[src/rtl/ysyx_25060170_pkg.sv]
// Shared types and constants for the IFU/LSU memory arbiter.
package ysyx_25060170_pkg;

    typedef enum logic [1:0] {
        ST_IDLE = 2'd0,
        ST_REQ  = 2'd1,
        ST_RESP = 2'd2,
        ST_ERR  = 2'd3
    } state_e;

    typedef enum logic {
        OWN_IFU = 1'b0,
        OWN_LSU = 1'b1
    } owner_e;

    localparam logic [2:0] LEN_B = 3'd1;
    localparam logic [2:0] LEN_H = 3'd2;
    localparam logic [2:0] LEN_W = 3'd4;

    // An LSU access is rejected for an unsupported size or a misaligned address.
    function automatic logic lsu_req_illegal(input logic [2:0] len, input logic [1:0] addr_lo);
        logic bad;
        case (len)
            LEN_B:   bad = 1'b0;
            LEN_H:   bad = addr_lo[0];
            LEN_W:   bad = (addr_lo != 2'b00);
            default: bad = 1'b1;
        endcase
        return bad;
    endfunction

endpackage

[src/rtl/ysyx_25060170_mem_arb_if.sv]
// Bus bundle between the two requesters, the arbiter and the memory.
// The slave modport is the arbiter's view; master is the environment's view.
interface ysyx_25060170_mem_arb_if #(
    parameter int ADDR_W = 32,
    parameter int DATA_W = 32
);
    logic              ifu_req_valid;
    logic              ifu_req_ready;
    logic [ADDR_W-1:0] ifu_addr;
    logic              ifu_resp_valid;
    logic [DATA_W-1:0] ifu_resp_data;

    logic              lsu_req_valid;
    logic              lsu_req_ready;
    logic [ADDR_W-1:0] lsu_addr;
    logic [DATA_W-1:0] lsu_wdata;
    logic              lsu_wen;
    logic [2:0]        lsu_len;
    logic              lsu_resp_valid;
    logic              lsu_resp_err;
    logic [DATA_W-1:0] lsu_resp_data;

    logic              mem_req_valid;
    logic              mem_req_ready;
    logic [ADDR_W-1:0] mem_addr;
    logic [DATA_W-1:0] mem_wdata;
    logic              mem_wen;
    logic [2:0]        mem_len;
    logic              mem_resp_valid;
    logic [DATA_W-1:0] mem_resp_data;

    logic              busy;

    modport slave (
        input  ifu_req_valid, ifu_addr,
        input  lsu_req_valid, lsu_addr, lsu_wdata, lsu_wen, lsu_len,
        input  mem_req_ready, mem_resp_valid, mem_resp_data,
        output ifu_req_ready, ifu_resp_valid, ifu_resp_data,
        output lsu_req_ready, lsu_resp_valid, lsu_resp_err, lsu_resp_data,
        output mem_req_valid, mem_addr, mem_wdata, mem_wen, mem_len,
        output busy
    );

    modport master (
        output ifu_req_valid, ifu_addr,
        output lsu_req_valid, lsu_addr, lsu_wdata, lsu_wen, lsu_len,
        output mem_req_ready, mem_resp_valid, mem_resp_data,
        input  ifu_req_ready, ifu_resp_valid, ifu_resp_data,
        input  lsu_req_ready, lsu_resp_valid, lsu_resp_err, lsu_resp_data,
        input  mem_req_valid, mem_addr, mem_wdata, mem_wen, mem_len,
        input  busy
    );

endinterface

[src/rtl/ysyx_25060170_rr_arb2.sv]
// Two-way round-robin tie-break between the fetch and load/store requesters.
module ysyx_25060170_rr_arb2
    import ysyx_25060170_pkg::*;
(
    input  logic       i_req_ifu,
    input  logic       i_req_lsu,
    input  owner_e     i_last_owner,
    output logic [1:0] o_grant
);

    // Bit 0 grants the IFU, bit 1 the LSU; on a tie the one not served last wins.
    always_comb begin
        o_grant = 2'b00;
        if (i_req_ifu && i_req_lsu) begin
            if (i_last_owner == OWN_IFU) begin
                o_grant[1] = 1'b1;
            end else begin
                o_grant[0] = 1'b1;
            end
        end else if (i_req_ifu) begin
            o_grant[0] = 1'b1;
        end else if (i_req_lsu) begin
            o_grant[1] = 1'b1;
        end
    end

endmodule

[src/rtl/ysyx_25060170_mem_arb.sv]
// Single-outstanding memory arbiter sharing one memory port between IFU and LSU.
// Bad LSU accesses are answered locally with an error pulse and never reach memory.
module ysyx_25060170_mem_arb
    import ysyx_25060170_pkg::*;
#(
    parameter int ADDR_W = 32,
    parameter int DATA_W = 32
) (
    input  logic                    clk,
    input  logic                    rst,
    ysyx_25060170_mem_arb_if.slave  bus
);

    state_e            r_state;
    state_e            w_next_state;
    owner_e            r_owner;
    owner_e            r_last_owner;

    logic [ADDR_W-1:0] r_addr;
    logic [DATA_W-1:0] r_wdata;
    logic              r_wen;
    logic [2:0]        r_len;

    logic              r_ifu_resp_valid;
    logic [DATA_W-1:0] r_ifu_resp_data;
    logic              r_lsu_resp_valid;
    logic              r_lsu_resp_err;
    logic [DATA_W-1:0] r_lsu_resp_data;

    logic [1:0]        w_grant;
    logic              w_is_idle;
    logic              w_grant_ifu;
    logic              w_grant_lsu;
    logic              w_lsu_bad;
    logic              w_mem_req_valid;
    logic              w_busy;
    logic              w_resp_fire;
    logic              w_err_fire;

    ysyx_25060170_rr_arb2 u_rr_arb2 (
        .i_req_ifu    (bus.ifu_req_valid),
        .i_req_lsu    (bus.lsu_req_valid),
        .i_last_owner (r_last_owner),
        .o_grant      (w_grant)
    );

    assign w_is_idle   = (r_state == ST_IDLE);
    assign w_grant_ifu = w_is_idle && !rst && w_grant[0];
    assign w_grant_lsu = w_is_idle && !rst && w_grant[1];
    assign w_lsu_bad   = lsu_req_illegal(bus.lsu_len, bus.lsu_addr[1:0]);

    // State register.
    always_ff @(posedge clk or posedge rst) begin
        if (rst) begin
            r_state <= ST_IDLE;
        end else begin
            r_state <= w_next_state;
        end
    end

    // Next-state: grant from IDLE, wait for the memory handshakes, ERR is a single cycle.
    always_comb begin
        w_next_state = r_state;
        case (r_state)
            ST_IDLE: begin
                if (w_grant_lsu) begin
                    w_next_state = w_lsu_bad ? ST_ERR : ST_REQ;
                end else if (w_grant_ifu) begin
                    w_next_state = ST_REQ;
                end
            end
            ST_REQ: begin
                if (bus.mem_req_ready) begin
                    w_next_state = ST_RESP;
                end
            end
            ST_RESP: begin
                if (bus.mem_resp_valid) begin
                    w_next_state = ST_IDLE;
                end
            end
            ST_ERR:  w_next_state = ST_IDLE;
            default: w_next_state = ST_IDLE;
        endcase
    end

    // Per-state outputs and the single-cycle events that feed the response registers.
    always_comb begin
        w_mem_req_valid = (r_state == ST_REQ);
        w_busy          = !w_is_idle;
        w_resp_fire     = (r_state == ST_RESP) && bus.mem_resp_valid;
        w_err_fire      = w_grant_lsu && w_lsu_bad;
    end

    // Capture the winning request so the memory side sees stable fields until accepted.
    always_ff @(posedge clk or posedge rst) begin
        if (rst) begin
            r_addr       <= '0;
            r_wdata      <= '0;
            r_wen        <= 1'b0;
            r_len        <= 3'd0;
            r_owner      <= OWN_IFU;
            r_last_owner <= OWN_IFU;
        end else if (w_grant_lsu) begin
            r_addr       <= bus.lsu_addr;
            r_wdata      <= bus.lsu_wdata;
            r_wen        <= bus.lsu_wen;
            r_len        <= bus.lsu_len;
            r_owner      <= OWN_LSU;
            r_last_owner <= OWN_LSU;
        end else if (w_grant_ifu) begin
            r_addr       <= bus.ifu_addr;
            r_wdata      <= '0;
            r_wen        <= 1'b0;
            r_len        <= LEN_W;
            r_owner      <= OWN_IFU;
            r_last_owner <= OWN_IFU;
        end
    end

    // Register response pulses and data; data holds between pulses, stores and errors return zero.
    always_ff @(posedge clk or posedge rst) begin
        if (rst) begin
            r_ifu_resp_valid <= 1'b0;
            r_ifu_resp_data  <= '0;
            r_lsu_resp_valid <= 1'b0;
            r_lsu_resp_err   <= 1'b0;
            r_lsu_resp_data  <= '0;
        end else begin
            r_ifu_resp_valid <= w_resp_fire && (r_owner == OWN_IFU);
            r_lsu_resp_valid <= (w_resp_fire && (r_owner == OWN_LSU)) || w_err_fire;
            r_lsu_resp_err   <= w_err_fire;
            if (w_resp_fire && (r_owner == OWN_IFU)) begin
                r_ifu_resp_data <= bus.mem_resp_data;
            end
            if (w_resp_fire && (r_owner == OWN_LSU)) begin
                r_lsu_resp_data <= r_wen ? '0 : bus.mem_resp_data;
            end else if (w_err_fire) begin
                r_lsu_resp_data <= '0;
            end
        end
    end

    assign bus.ifu_req_ready  = w_grant_ifu;
    assign bus.lsu_req_ready  = w_grant_lsu;
    assign bus.ifu_resp_valid = r_ifu_resp_valid;
    assign bus.ifu_resp_data  = r_ifu_resp_data;
    assign bus.lsu_resp_valid = r_lsu_resp_valid;
    assign bus.lsu_resp_err   = r_lsu_resp_err;
    assign bus.lsu_resp_data  = r_lsu_resp_data;
    assign bus.mem_req_valid  = w_mem_req_valid;
    assign bus.mem_addr       = r_addr;
    assign bus.mem_wdata      = r_wdata;
    assign bus.mem_wen        = r_wen;
    assign bus.mem_len        = r_len;
    assign bus.busy           = w_busy;

endmodule

[src/flat_wrapper.sv]
// flat-port wrapper written by rule: the top's interface ports become plain ports
module ysyx_25060170_mem_arb_flat import ysyx_25060170_pkg::*;
#(
    parameter int ADDR_W = 32,
    parameter int DATA_W = 32
)
  (clk, rst, bus_ifu_req_valid, bus_ifu_addr, bus_lsu_req_valid, bus_lsu_addr, bus_lsu_wdata, bus_lsu_wen, bus_lsu_len, bus_mem_req_ready, bus_mem_resp_valid, bus_mem_resp_data, bus_ifu_req_ready, bus_ifu_resp_valid, bus_ifu_resp_data, bus_lsu_req_ready, bus_lsu_resp_valid, bus_lsu_resp_err, bus_lsu_resp_data, bus_mem_req_valid, bus_mem_addr, bus_mem_wdata, bus_mem_wen, bus_mem_len, bus_busy);
  ysyx_25060170_mem_arb_if #(.ADDR_W(ADDR_W), .DATA_W(DATA_W)) bus_i ();
  input  logic clk;
  input  logic rst;
  input wire logic [$bits(bus_i.ifu_req_valid)-1:0] bus_ifu_req_valid;
  input wire logic [$bits(bus_i.ifu_addr)-1:0] bus_ifu_addr;
  input wire logic [$bits(bus_i.lsu_req_valid)-1:0] bus_lsu_req_valid;
  input wire logic [$bits(bus_i.lsu_addr)-1:0] bus_lsu_addr;
  input wire logic [$bits(bus_i.lsu_wdata)-1:0] bus_lsu_wdata;
  input wire logic [$bits(bus_i.lsu_wen)-1:0] bus_lsu_wen;
  input wire logic [$bits(bus_i.lsu_len)-1:0] bus_lsu_len;
  input wire logic [$bits(bus_i.mem_req_ready)-1:0] bus_mem_req_ready;
  input wire logic [$bits(bus_i.mem_resp_valid)-1:0] bus_mem_resp_valid;
  input wire logic [$bits(bus_i.mem_resp_data)-1:0] bus_mem_resp_data;
  output wire logic [$bits(bus_i.ifu_req_ready)-1:0] bus_ifu_req_ready;
  output wire logic [$bits(bus_i.ifu_resp_valid)-1:0] bus_ifu_resp_valid;
  output wire logic [$bits(bus_i.ifu_resp_data)-1:0] bus_ifu_resp_data;
  output wire logic [$bits(bus_i.lsu_req_ready)-1:0] bus_lsu_req_ready;
  output wire logic [$bits(bus_i.lsu_resp_valid)-1:0] bus_lsu_resp_valid;
  output wire logic [$bits(bus_i.lsu_resp_err)-1:0] bus_lsu_resp_err;
  output wire logic [$bits(bus_i.lsu_resp_data)-1:0] bus_lsu_resp_data;
  output wire logic [$bits(bus_i.mem_req_valid)-1:0] bus_mem_req_valid;
  output wire logic [$bits(bus_i.mem_addr)-1:0] bus_mem_addr;
  output wire logic [$bits(bus_i.mem_wdata)-1:0] bus_mem_wdata;
  output wire logic [$bits(bus_i.mem_wen)-1:0] bus_mem_wen;
  output wire logic [$bits(bus_i.mem_len)-1:0] bus_mem_len;
  output wire logic [$bits(bus_i.busy)-1:0] bus_busy;
  assign bus_i.ifu_req_valid = bus_ifu_req_valid;
  assign bus_i.ifu_addr = bus_ifu_addr;
  assign bus_i.lsu_req_valid = bus_lsu_req_valid;
  assign bus_i.lsu_addr = bus_lsu_addr;
  assign bus_i.lsu_wdata = bus_lsu_wdata;
  assign bus_i.lsu_wen = bus_lsu_wen;
  assign bus_i.lsu_len = bus_lsu_len;
  assign bus_i.mem_req_ready = bus_mem_req_ready;
  assign bus_i.mem_resp_valid = bus_mem_resp_valid;
  assign bus_i.mem_resp_data = bus_mem_resp_data;
  assign bus_ifu_req_ready = bus_i.ifu_req_ready;
  assign bus_ifu_resp_valid = bus_i.ifu_resp_valid;
  assign bus_ifu_resp_data = bus_i.ifu_resp_data;
  assign bus_lsu_req_ready = bus_i.lsu_req_ready;
  assign bus_lsu_resp_valid = bus_i.lsu_resp_valid;
  assign bus_lsu_resp_err = bus_i.lsu_resp_err;
  assign bus_lsu_resp_data = bus_i.lsu_resp_data;
  assign bus_mem_req_valid = bus_i.mem_req_valid;
  assign bus_mem_addr = bus_i.mem_addr;
  assign bus_mem_wdata = bus_i.mem_wdata;
  assign bus_mem_wen = bus_i.mem_wen;
  assign bus_mem_len = bus_i.mem_len;
  assign bus_busy = bus_i.busy;
  ysyx_25060170_mem_arb #(.ADDR_W(ADDR_W), .DATA_W(DATA_W)) u_core (.clk(clk), .rst(rst), .bus(bus_i));
endmodule
[config.mk]
export PLATFORM = sky130hd
export DESIGN_NAME = ysyx_25060170_mem_arb_flat
export DESIGN_NICKNAME = d
export VERILOG_FILES = /design/src/rtl/ysyx_25060170_pkg.sv /design/src/rtl/ysyx_25060170_mem_arb_if.sv /design/src/rtl/ysyx_25060170_rr_arb2.sv /design/src/rtl/ysyx_25060170_mem_arb.sv /design/src/flat_wrapper.sv
export SDC_FILE = /design/constraint.sdc
export NUM_CORES = 1
export LEC_CHECK = 0
export CORE_MARGIN = 2
export CORE_UTILIZATION = 43
export DETAILED_ROUTE_END_ITERATION = 6
export PLACE_DENSITY = 0.86
export SYNTH_ARGS = -nofsm -noshare
export SYNTH_HDL_FRONTEND = slang
export SYNTH_HIERARCHICAL = 1
export SYNTH_SLANG_ARGS = --single-unit
[constraint.sdc]
create_clock -name clk -period 10.88 [get_ports clk]
set_input_delay 3.264 -clock clk [delete_from_list [all_inputs] [get_ports clk]]
set_output_delay 3.264 -clock clk [all_outputs]
set_load 0.05 [all_outputs]
== Word-level counts from Yosys, hierarchy flattened ==
Index checks and enable logic that the tools add are counted.

* Output and inout port bits: 139
* Flip-flop bits (word level): 138
* Logic and storage cells: 62
* Input port bits: 138

* Mux-type cells: 25
* Reduce and logical (&&, ||, !) cells: 16
* Bitwise operators: 1
* Equal/unequal tests: 9

{| class="wikitable"
|+ Operators with widths
! operator !! number
|-
| two-way mux 32 bit || 7
|-
| two-way mux 2 bit || 6
|-
| logical AND 1 bit || 8
|-
| two-way mux 1 bit || 8
|-
| case mux 2 bit (4 select lines) || 1
|-
| two-way mux 3 bit || 2
|-
| nonzero test 2 bit || 3
|-
| == test 2 bit, second input constant || 2
|-
| != test 2 bit, second input constant || 2
|-
| == test 3 x 1 -> 1 bit, second input constant || 1
|-
| == test 3 x 2 -> 1 bit, second input constant || 1
|-
| == test 3 bit, second input constant || 1
|-
| != test 3 bit, second input constant || 1
|-
| case mux 1 bit (3 select lines) || 1
|-
| AND reduction 3 bit || 1
|-
| == test 2 x 1 -> 1 bit, second input constant || 1
|-
| zero test 1 bit || 2
|-
| zero test 2 bit || 1
|-
| logical OR 1 bit || 1
|-
| NOT 1 bit || 1
|}

== Logic depth before layout (Yosys ltp) ==
* Depth after elaboration: 7
* Depth in mapped cells: 7
* Gate-level depth less buffers: 6

== Hierarchy ==
Netlist, hierarchy kept.

{| class="wikitable"
|+ Modules (own cells, without submodules)
! module !! times used !! seq. area each (um^2) !! cells each !! area each (um^2)
|-
| ysyx_25060170_mem_arb || 1 || 3453.3 || 394 || 5355.1
|-
| ysyx_25060170_rr_arb2 || 1 || 0.0 || 3 || 18.8
|}

== Least setup slack after synthesis ==
OpenSTA, ideal clock, no wires.

* Path kind: in2out
* Start point: input bus_lsu_req_valid
* End point: output bus_lsu_req_ready
* Buffers on the path: 2
* Data required time: 7.616 ns
* Setup slack: 3.354 ns
* Arrival time: 4.262 ns
* Stages on the path: 5
* Path through: a21boi_0 -> nand2_2 -> inv_2 -> buf_6 -> buf_2

* Word-level cells in the longest chain between the ends: 4

{| class="wikitable"
|+ Ends and longest elaborated chain
! what !! RTL line !! text
|-
| from (decl) || flat_wrapper.sv:13 || <nowiki>input wire logic [$bits(bus_i.lsu_req_valid)-1:0] bus_lsu_req_valid;</nowiki>
|-
| two-way mux 1 bit || ysyx_25060170_rr_arb2.sv:22 || <nowiki>end else if (i_req_lsu) begin</nowiki>
|-
| two-way mux 1 bit || ysyx_25060170_rr_arb2.sv:20 || <nowiki>end else if (i_req_ifu) begin</nowiki>
|-
| two-way mux 2 bit (*) || ysyx_25060170_rr_arb2.sv:14 || <nowiki>if (i_req_ifu && i_req_lsu) begin</nowiki>
|-
| logical AND 1 bit (*) || ysyx_25060170_mem_arb.sv:49 || <nowiki>assign w_grant_lsu = w_is_idle && !rst && w_grant[1];</nowiki>
|-
| to (decl) || flat_wrapper.sv:24 || <nowiki>output wire logic [$bits(bus_i.lsu_req_ready)-1:0] bus_lsu_req_ready;</nowiki>
|}

Mark *: on every way between the ends. The rest lies on a longest branch, timed or not.

== Worst setup path after layout ==
* Start point: input bus_lsu_req_valid
* End point: output bus_lsu_req_ready

* Word-level cells in the longest chain between the ends: 4

{| class="wikitable"
|+ Ends and longest elaborated chain
! what !! RTL line !! text
|-
| two-way mux 1 bit || ysyx_25060170_rr_arb2.sv:22 ||
|-
| two-way mux 1 bit || ysyx_25060170_rr_arb2.sv:20 ||
|-
| two-way mux 2 bit (*) || ysyx_25060170_rr_arb2.sv:14 ||
|-
| net u_core.w_grant[1] || ysyx_25060170_mem_arb.sv:30 || <nowiki>logic [1:0] w_grant;</nowiki>
|-
| logical AND 1 bit (*) || ysyx_25060170_mem_arb.sv:49 ||
|}

Mark *: on every way through the listed nets, which the timed path passes. The rest lies on a longest branch.

==> results.cfg <==
[die]
num_io_pins = 277
die_w_um = 116
die_h_um = 116
start_util_pct = 44.4
core-area_um2 = 12100
die_area_um2 = 13400
std_cell_rows = 40

[sta]
hold_viol = 0
finalSetupViolations = 0
hold_slack_ns = 0.482
min_period_ns = 8.74
skew_ns = 0.00689
final_max_slew_viol_count = 0
rsz0062_at_grt = no
fin_ws_ns = 2.14
relSlewSlack_pct = 34.5
timing.final.crit_share_pct = 80.3
final.setup.tns_ns = 0
fmaxAchievable_mhz = 114
worstMarginPinSlew_ns = 0.980

[global_routing]
grt_pass1_vias = 4627
overflow = 0
grt_max_degree = 94
track_usage_pct = 23.6
grt_pass1_wl_mm = 23.9
antenna_found_initial = 0

[layout]
multi_input_area_um2 = 1730
fillers = 815
num_antenna_cells = 0
finalNetCount = 808
layout-drive-gt1-share_pct = 7.05
seq_area_um2 = 3450
syn2layout_area_growth_pct = 63.1

[synth]
syn-num-nets = 535
synth_ff_type = dfrtp_1
synth_warnings = 6
seq_area_frac_synth_pct = 64.3
syn_inst = 397
avgSynthCellArea_um2 = 13.5
synth_area_um2 = 5370
synth-seq-cells = 138
synth-edff-count = 0
synthArstFlopShare_pct = 100
yosys.cell_types.count = 30

[clocking]
cts-buffers-inserted = 17
cts_tree = done
clock_sinks = 138
cts_resized = 0
cts_setup_buffers = 0
cts_hold_buf = 0
clock_latency_ns = 0.41
cts.clk_slew.worst_paths_ns = 0.05
h-tree-depth = 4
root_buffer = clkbuf_16
clockBufferDepth = 2

[place]
dp_slack_ns = 2.17
place_congestion = 0.817
hpwl_mm = 11.5
io_buffers = 276

[worst_setup_path]
crit_type = in -> out
start_kind = primary input
arrival_ns = 5.47
cp_max_fo = 6
end_kind = primary output
r2r_slack_ns = 7.85
critPathRequiredTime_ns = 7.62

[power]
vdd_drop_max_mv = 0.172
p_per_area_nw_per_um2 = 346
power.leakage_nw = 3.82

[routing]
ant_nets = 0
routedWlPerCell_um = 18.5
drc = 0
drt_iter0_markers = 327
vias = 4303
dr.pass1.iters = 4
viasPerCell = 5.07
wl_mm = 15.7

[run_status]
status = complete, no violations

[flow_run]
maxCapViolCount = 0

[min_path]
hp-class = reg -> reg
[metal layers]
| metal | part of all wire (%) | up-vias | global-route usage, % |
|---|---|---|---|
| met3 | 9.5 | 35 | 8.89 |
| met4 | 3.1 | 0 | 11.6 |
| li1 | - | 1977 | - |
| met2 | 49 | 223 | 38.9 |
| met1 | 38 | 2068 | 27.2 |
| met5 | 0 | - | 0 |
[per-stage QoR]
| stage | power [W] | cell area (µm²) | std cells | utilization [%] |
|---|---|---|---|---|
| final | 0.00303 | 8770 | 849 | 72.4 |
| after global routing | 0.00316 | 8770 | 849 | 72.4 |
| after CTS | 0.00305 | 8770 | 849 | 72.4 |
| after detailed placement | 0.00253 | 8240 | 819 | 68.0 |
| after floorplan | 0.00193 | 5370 | 397 | - |
| after global placement | 0.00249 | 8240 | 819 | 68.0 |
[report_power, final]
part	switching, W	total (W)	internal, W	leakage, nW
Clock	0.000201	0.000511	0.000310	0.267
Combinational	0.00109	0.00166	0.000570	1.80
Sequential	0.000127	0.000859	0.000733	1.76
Total	0.00142	0.00303	0.00161	3.82
[registers in the layout (all words and copies together) (netlist names)]
register                   cells
u_core/r_last_owner            1
u_core/bus.mem_len             3
u_core/r_state                 2
u_core/bus.lsu_resp_valid      1
u_core/bus.ifu_resp_data      32
u_core/bus.lsu_resp_data      32
u_core/bus.ifu_resp_valid      1
u_core/bus.mem_addr           32
u_core/bus.lsu_resp_err        1
u_core/bus.mem_wdata          32
u_core/bus.mem_wen             1
[critical path, stage by stage]
cell and delay, ns:
clkdlybuf4s50_1 0.48, a21boi_0 0.56, nand2_2 0.23, inv_2 0.11, clkdlybuf4s50_1 0.83
[cell usage in the layout (no fill, tap or decap), types with 3 or more instances in the layout]
cell             Yosys  final
clkdlybuf4s50_1      0    276
dfrtp_1            138    138
a22o_1              66     66
nand2_1             35     35
o21ai_1             34     33
mux2i_1             30     30
mux2_1              29     29
clkbuf_16            0     17
inv_1                8      7
clkinv_2             0      6
buf_4                5      5
clkbuf_8             0      4
o22ai_1              4      4
mux2_2               3      3
a21oi_1              3      3
[kinds of logic after synthesis]
| kind of cell | count (synthesis) | synth area share, % |
|---|---|---|
| and+or+nand+nor | 48 | 4.08 |
| muxes | 62 | 12.3 |
| buffers and inverters | 37 | 3.89 |
| AOI/OAI and AO/OA | 112 | 15.5 |
| DFF | 138 | 64.3 |
[final timing paths]
check,start,cells after the start,end
min in group asynchronous,rst,2,u_core/bus.mem_wdata[5]
setup reg to reg,u_core/r_last_owner,8,u_core/bus.lsu_resp_data[27]
max in group asynchronous,rst,3,u_core/bus.lsu_resp_err
hold reg to reg,u_core/bus.ifu_resp_data[9],1,u_core/bus.ifu_resp_data[9]
hold / removal,u_core/bus.ifu_resp_data[9],1,u_core/bus.ifu_resp_data[9]
setup / recovery,bus_lsu_req_valid,5,bus_lsu_req_ready
[synth_stat cells, drive strengths merged, types with 4 or more instances]
| master | instances | area share (%) |
|---|---|---|
| dfrtp | 138 | 64 |
| a22o | 66 | 11 |
| nand2 | 36 | 2.6 |
| o21ai | 34 | 3.2 |
| mux2 | 32 | 6.7 |
| mux2i | 30 | 5.6 |
| buf | 21 | 2.8 |
| inv | 10 | 0.70 |
| clkbuf | 6 | 0.42 |
| a21oi | 4 | 0.44 |
| o22ai | 4 | 0.47 |
[cell type report]
type / count / share of cell area [%]
flip-flops and latches: 138 / 39.4
repair buffers: 281 / 31.9
multi-input cells: 222 / 19.7
clock buffers: 22 / 5.52
well taps: 168 / 2.40
clock inverters: 8 / 0.528
inverters: 10 / 0.485
Power figures use the tool's default switching activity.
